### config.mk
export PLATFORM = sky130hd
export DESIGN_NAME = snake_move_ctrl
export DESIGN_NICKNAME = d
export VERILOG_FILES = /design/src/rtl/snake_move_ctrl.sv
export SDC_FILE = /design/constraint.sdc
export NUM_CORES = 1
export LEC_CHECK = 0
export ABC_AREA = 1
export CAP_MARGIN = 20
export CORE_MARGIN = 5
export CORE_UTILIZATION = 58
export CTS_BUF_LIST = sky130_fd_sc_hd__clkbuf_2
export DETAILED_ROUTE_END_ITERATION = 6
export GPL_ROUTABILITY_DRIVEN = 0
export PLACE_DENSITY = 0.95
export REMOVE_ABC_BUFFERS = 1
export SYNTH_ARGS = -nofsm -noshare
export SYNTH_HDL_FRONTEND = slang
export SYNTH_SLANG_ARGS = --single-unit
export TNS_END_PERCENT = 50
### constraint.sdc
create_clock -name clk -period 3.4 [get_ports clk]
set_input_delay 0.51 -clock clk [delete_from_list [all_inputs] [get_ports clk]]
set_output_delay 0.51 -clock clk [all_outputs]
set_load 0.01 [all_outputs]
### src/rtl/snake_move_ctrl.sv
// Snake movement controller: latches direction, steps the head once per tick, and
// drives push/pop/clear strobes for the downstream body stack.
module snake_move_ctrl #(
  parameter int unsigned GRID_W   = 40,
  parameter int unsigned GRID_H   = 30,
  parameter int unsigned INIT_LEN = 3,
  parameter int unsigned MAX_LEN  = 255
) (
  input  logic       clk,
  input  logic       reset,
  input  logic       start,
  input  logic       tick,
  input  logic [3:0] btn,
  input  logic       grow,
  output logic [5:0] head_x,
  output logic [4:0] head_y,
  output logic [2:0] dir_code,
  output logic       push,
  output logic       pop,
  output logic       stack_clr,
  output logic [7:0] length,
  output logic       running,
  output logic       game_over
);

  typedef enum logic [1:0] {StIdle, StRun, StOver} state_e;

  localparam logic [2:0] DirUp    = 3'd0;
  localparam logic [2:0] DirDown  = 3'd1;
  localparam logic [2:0] DirLeft  = 3'd2;
  localparam logic [2:0] DirRight = 3'd3;

  localparam logic [5:0] CenterX = 6'(GRID_W / 2);
  localparam logic [4:0] CenterY = 5'(GRID_H / 2);
  localparam logic [5:0] MaxX    = 6'(GRID_W - 1);
  localparam logic [4:0] MaxY    = 5'(GRID_H - 1);
  localparam logic [7:0] InitLen = 8'(INIT_LEN);
  localparam logic [7:0] MaxLen  = 8'(MAX_LEN);

  state_e     state_q, state_d;
  logic [5:0] head_x_q, head_x_d;
  logic [4:0] head_y_q, head_y_d;
  logic [2:0] dir_q, dir_d;
  logic [2:0] pend_q, pend_d;
  logic [7:0] len_q, len_d;
  logic       grow_pend_q, grow_pend_d;
  logic       push_q, push_d;
  logic       pop_q, pop_d;
  logic       pop_sched_q, pop_sched_d;
  logic       mv2_q, mv2_d;
  logic       clr_q, clr_d;

  logic       busy;
  logic [2:0] btn_dir;
  logic       collide;
  logic       growing;

  always_ff @(posedge clk) begin
    if (reset) begin
      state_q     <= StIdle;
      head_x_q    <= CenterX;
      head_y_q    <= CenterY;
      dir_q       <= DirRight;
      pend_q      <= DirRight;
      len_q       <= InitLen;
      grow_pend_q <= 1'b0;
      push_q      <= 1'b0;
      pop_q       <= 1'b0;
      pop_sched_q <= 1'b0;
      mv2_q       <= 1'b0;
      clr_q       <= 1'b0;
    end else begin
      state_q     <= state_d;
      head_x_q    <= head_x_d;
      head_y_q    <= head_y_d;
      dir_q       <= dir_d;
      pend_q      <= pend_d;
      len_q       <= len_d;
      grow_pend_q <= grow_pend_d;
      push_q      <= push_d;
      pop_q       <= pop_d;
      pop_sched_q <= pop_sched_d;
      mv2_q       <= mv2_d;
      clr_q       <= clr_d;
    end
  end

  // Ticks are dropped for the two cycles following an accepted move.
  assign busy = push_q | mv2_q;

  always_comb begin
    btn_dir = DirRight;
    if (btn[3])      btn_dir = DirUp;
    else if (btn[2]) btn_dir = DirDown;
    else if (btn[1]) btn_dir = DirLeft;
  end

  always_comb begin
    unique case (pend_q)
      DirUp:   collide = (head_y_q == 5'd0);
      DirDown: collide = (head_y_q == MaxY);
      DirLeft: collide = (head_x_q == 6'd0);
      default: collide = (head_x_q == MaxX);
    endcase
  end

  always_comb begin
    state_d     = state_q;
    head_x_d    = head_x_q;
    head_y_d    = head_y_q;
    dir_d       = dir_q;
    pend_d      = pend_q;
    len_d       = len_q;
    grow_pend_d = grow_pend_q;
    push_d      = 1'b0;
    pop_d       = 1'b0;
    pop_sched_d = pop_sched_q;
    mv2_d       = 1'b0;
    clr_d       = 1'b0;
    growing     = grow_pend_q | grow;
    unique case (state_q)
      StRun: begin
        // Reversal check is against the committed direction, not the pending one.
        if ((btn != 4'd0) && (btn_dir != (dir_q ^ 3'd1))) pend_d = btn_dir;
        if (grow) grow_pend_d = 1'b1;
        mv2_d = push_q;
        pop_d = push_q & pop_sched_q;
        if (tick && !busy) begin
          if (collide) begin
            state_d = StOver;
          end else begin
            unique case (pend_q)
              DirUp:   head_y_d = head_y_q - 5'd1;
              DirDown: head_y_d = head_y_q + 5'd1;
              DirLeft: head_x_d = head_x_q - 6'd1;
              default: head_x_d = head_x_q + 6'd1;
            endcase
            dir_d       = pend_q;
            push_d      = 1'b1;
            grow_pend_d = 1'b0;
            if (growing && (len_q != MaxLen)) begin
              len_d       = len_q + 8'd1;
              pop_sched_d = 1'b0;
            end else begin
              pop_sched_d = 1'b1;
            end
          end
        end
      end
      default: begin
        if (start) begin
          state_d     = StRun;
          head_x_d    = CenterX;
          head_y_d    = CenterY;
          dir_d       = DirRight;
          pend_d      = DirRight;
          len_d       = InitLen;
          grow_pend_d = 1'b0;
          pop_sched_d = 1'b0;
          clr_d       = 1'b1;
        end
      end
    endcase
  end

  always_comb begin
    head_x    = head_x_q;
    head_y    = head_y_q;
    dir_code  = dir_q;
    push      = push_q;
    pop       = pop_q;
    stack_clr = clr_q;
    length    = len_q;
    running   = (state_q == StRun);
    game_over = (state_q == StOver);
  end

endmodule

==> impl_metrics.env <==
export IMPL_cp_arrival_ns=1.95
export IMPL_synth_most_common_cell="nand2_1"
export IMPL_dp_hpwl_mm=3.409
export IMPL_synth_area_leader_cell="dfxtp_1"
export IMPL_synth_common_cells="nand2_1 (85), inv_1 (42), nor2_1 (36)"
export IMPL_antenna_cells=0
export IMPL_timing_final_crit_share_pct=72.44
export IMPL_synthCells=309
export IMPL_dr_wl_met2_mm=2.309
export IMPL_rows=21
export IMPL_area_growth_pct=21.25
export IMPL_relSlewSlack_pct=53.89
export IMPL_cts_tree="yes"
export IMPL_route_detailed_drc=0
export IMPL_io_pins=36
export IMPL_route_met3_wl_um=390
export IMPL_postCtsSetupBuffers=0
export IMPL_maxCapViolCount=0
export IMPL_clk_pin_slew_ns=0.17
export IMPL_tightest_slew_ns=0.6908
export IMPL_register_area_um2=620.6
export IMPL_grt_overflow=0
export IMPL_powerDensity_mw_per_mm2=446.6
export IMPL_ant_nets=0
export IMPL_clk_latency_ns=0.38
export IMPL_finalCriticalPeriod_ns=2.463
export IMPL_cts_made_buffers=5
export IMPL_critPathKind="register to output port"
export IMPL_ys_seq_area_share_pct=31.75
export IMPL_fin_hold_ws_ns=0.4614
export IMPL_irDropWorstVdd_uv=260.4
export IMPL_ys_seq_elements=31
export IMPL_synth_edf_count=0
export IMPL_hold_depth=2
export IMPL_die_height_um=68.05
export IMPL_crit_cells=4
export IMPL_ys_types=32
export IMPL_hold_violations=0
export IMPL_grt_pass1_wl_mm=8.238
export IMPL_rsz0062_at_grt="no"
export IMPL_yosysWarnings=0
export IMPL_max_freq_mhz=406.0
export IMPL_cpPeakStageDelay_ns=0.61
export IMPL_drt_pass1_iterations=5
export IMPL_crit_slowest_cell="clkdlybuf4s50_1"
export IMPL_critPathLaunchType="register"
export IMPL_coreArea_mm2=0.003311
export IMPL_ctsResizeCount=0
export IMPL_drt_iter0_markers=242
export IMPL_die_area_mm2=0.004631
export IMPL_antenna_found_initial=0
export IMPL_r2r_cells=10
export IMPL_finalSetupViolCount=0
export IMPL_path_delay_family="buffers and inverters"
export IMPL_ctsHtreeMaxLevel=2
export IMPL_top_layer="met4"
export IMPL_netlist_top_cells_area="dfxtp_1 (32%), nand2_1 (16%), nand3_1 (8.5%)"
export IMPL_crit_fanout=17
export IMPL_initial_core_util_pct=59.03
export IMPL_fillerInstances=286
export IMPL_rrSetupSlack_ns=1.14
export IMPL_grt_use_total_pct=23.22
export IMPL_grt_max_degree=22
export IMPL_wl_met1_mm=2.078
export IMPL_fin_skew_ns=0.01175
export IMPL_root_buffer="clkbuf_2"
export IMPL_cp_cell_sequence="inv_1, nand2_2, inv_2, clkdlybuf4s50_1"
export IMPL_synth_area_per_cell_um2=6.325
export IMPL_num_vias=2133
export IMPL_synthArstFlopShare_pct=0
export IMPL_syn_cell_area_mm2=0.001954
export IMPL_wl_per_cell_um=12.51
export IMPL_synth_top_area_share_pct=31.75
export IMPL_final_max_slew_viol_count=0
export IMPL_io_buffer_count=34
export IMPL_status="complete, no violations"
export IMPL_nets=357
export IMPL_fp_dieW_um=68.05
export IMPL_power_leakage_nw=1.155
export IMPL_clock_sinks=31
export IMPL_routed_wl_mm=4.853
export IMPL_critical_path_endpoint_type="output port"
export IMPL_clock_path_buffers=2
export IMPL_drive_above_1_share_pct=6.140
export IMPL_synth_main_ff_cell="dfxtp_1"
export IMPL_holdBufCountCts=0
export IMPL_hold_class="register to register"
export IMPL_via_per_inst=5.497
export IMPL_place_ws_ns=1.131
export IMPL_required_ns=2.89
export IMPL_finalSetupTns_ns=0
export IMPL_path_buf_inv=3
export IMPL_multi_input_area_mm2=0.001115
export IMPL_worst_slack_ns=0.9372
export IMPL_grt_pass1_vias=1919
[worst register-to-register path, stage by stage (launching register included)]
cell	delay [ns]
dfxtp_1	0.36
inv_1	0.06
nand2_2	0.26
inv_2	0.24
nor2_1	0.16
inv_2	0.08
nand2_1	0.37
nand3_1	0.38
nand2_1	0.16
nand2_1	0.06
nor2_1	0.09
[area by class of cell]
| type | instances | area share (%) |
|---|---|---|
| Timing Repair Buffer | 34 | 14.36 |
| Tap cell | 46 | 2.429 |
| Multi-Input combinational cell | 223 | 47.04 |
| Clock buffer | 5 | 1.056 |
| Sequential cell | 31 | 26.19 |
| Clock inverter | 3 | 1.637 |
| Inverter | 46 | 7.286 |
[metal layers]
| layer | vias to the layer above | GRT usage [%] |
|---|---|---|
| met1 | 967 | 29.23 |
| met5 | - | 0 |
| met2 | 109 | 37.30 |
| met4 | 0 | 11.17 |
| met3 | 11 | 5.255 |
| li1 | 1046 | - |
[registers in the layout, summed over array words and instances (netlist names)]
signal,flops
length,8
head_x,6
head_y,5
dir_code,2
pend_q,2
state_q,2
grow_pend_q,1
mv2_q,1
pop,1
pop_sched_q,1
push,1
stack_clr,1
[cells by family after synthesis]
kind of cell	synth area share, %
AO/OA/AOI/OAI	8.771
AND/OR/NAND/NOR	40.97
other	0.1919
XOR/XNOR	2.241
buffers and inverters	11.20
adder cells (fa/ha/maj)	4.865
flip-flops	31.75
[layout by cell type (no fill, tap or decap)]
| cell type | n |
|---|---|
| bufinv_16 | 1 |
| nor3_1 | 2 |
| nor4_1 | 1 |
| nor2_1 | 36 |
| xnor2_1 | 1 |
| o211ai_1 | 2 |
| o21ba_2 | 1 |
| nand4_2 | 1 |
| nand2_1 | 85 |
| nor2_4 | 1 |
| fa_1 | 1 |
| clkdlybuf4s50_1 | 34 |
| o21bai_1 | 1 |
| nand3_4 | 1 |
| o21ai_1 | 1 |
| or2_2 | 1 |
| nand3_2 | 1 |
| inv_2 | 4 |
| clkinv_1 | 1 |
| nand3b_1 | 1 |
| inv_1 | 42 |
| o21ai_0 | 12 |
| o2111ai_1 | 1 |
| a21oi_1 | 13 |
| xor2_1 | 4 |
| nand3_1 | 33 |
| dfxtp_1 | 31 |
| ha_1 | 6 |
| clkbuf_2 | 5 |
| nand2_2 | 4 |
| clkinv_2 | 1 |
| conb_1 | 1 |
| nand4_1 | 12 |
[power by group]
part | internal (W) | switching [W]
Sequential | 0.000398 | 0.0000420
Combinational | 0.000151 | 0.000212
Clock | 0.000121 | 0.000134
[per-stage QoR]
| stage | area (um2) | power (W) | utilization (%) | std cells |
|---|---|---|---|---|
| 5_1_grt | 2370 | 0.001132 | 71.58 | 388 |
| 3_5_place_dp | 2306 | 0.0008035 | 69.65 | 380 |
| 6_report | 2370 | 0.001058 | 71.58 | 388 |
| 4_1_cts | 2370 | 0.001051 | 71.58 | 388 |
| 2_1_floorplan | 1908 | 0.0006771 | - | 300 |
| 3_3_place_gp | 2306 | 0.0007921 | 69.65 | 380 |
[final timing paths]
| path | startpoint | to |
|---|---|---|
| setup reg to reg | state_q[1]$_SDFFE_PP0P_ | head_x[5]$_SDFFE_PP0P_ |
| setup / recovery | state_q[1]$_SDFFE_PP0P_ | running |
| hold reg to reg | pop_sched_q$_SDFFE_PP0P_ | pop$_SDFF_PP0_ |
| hold / removal | pop_sched_q$_SDFFE_PP0P_ | pop$_SDFF_PP0_ |
No activity file was read; power rests on OpenSTA's default activity.
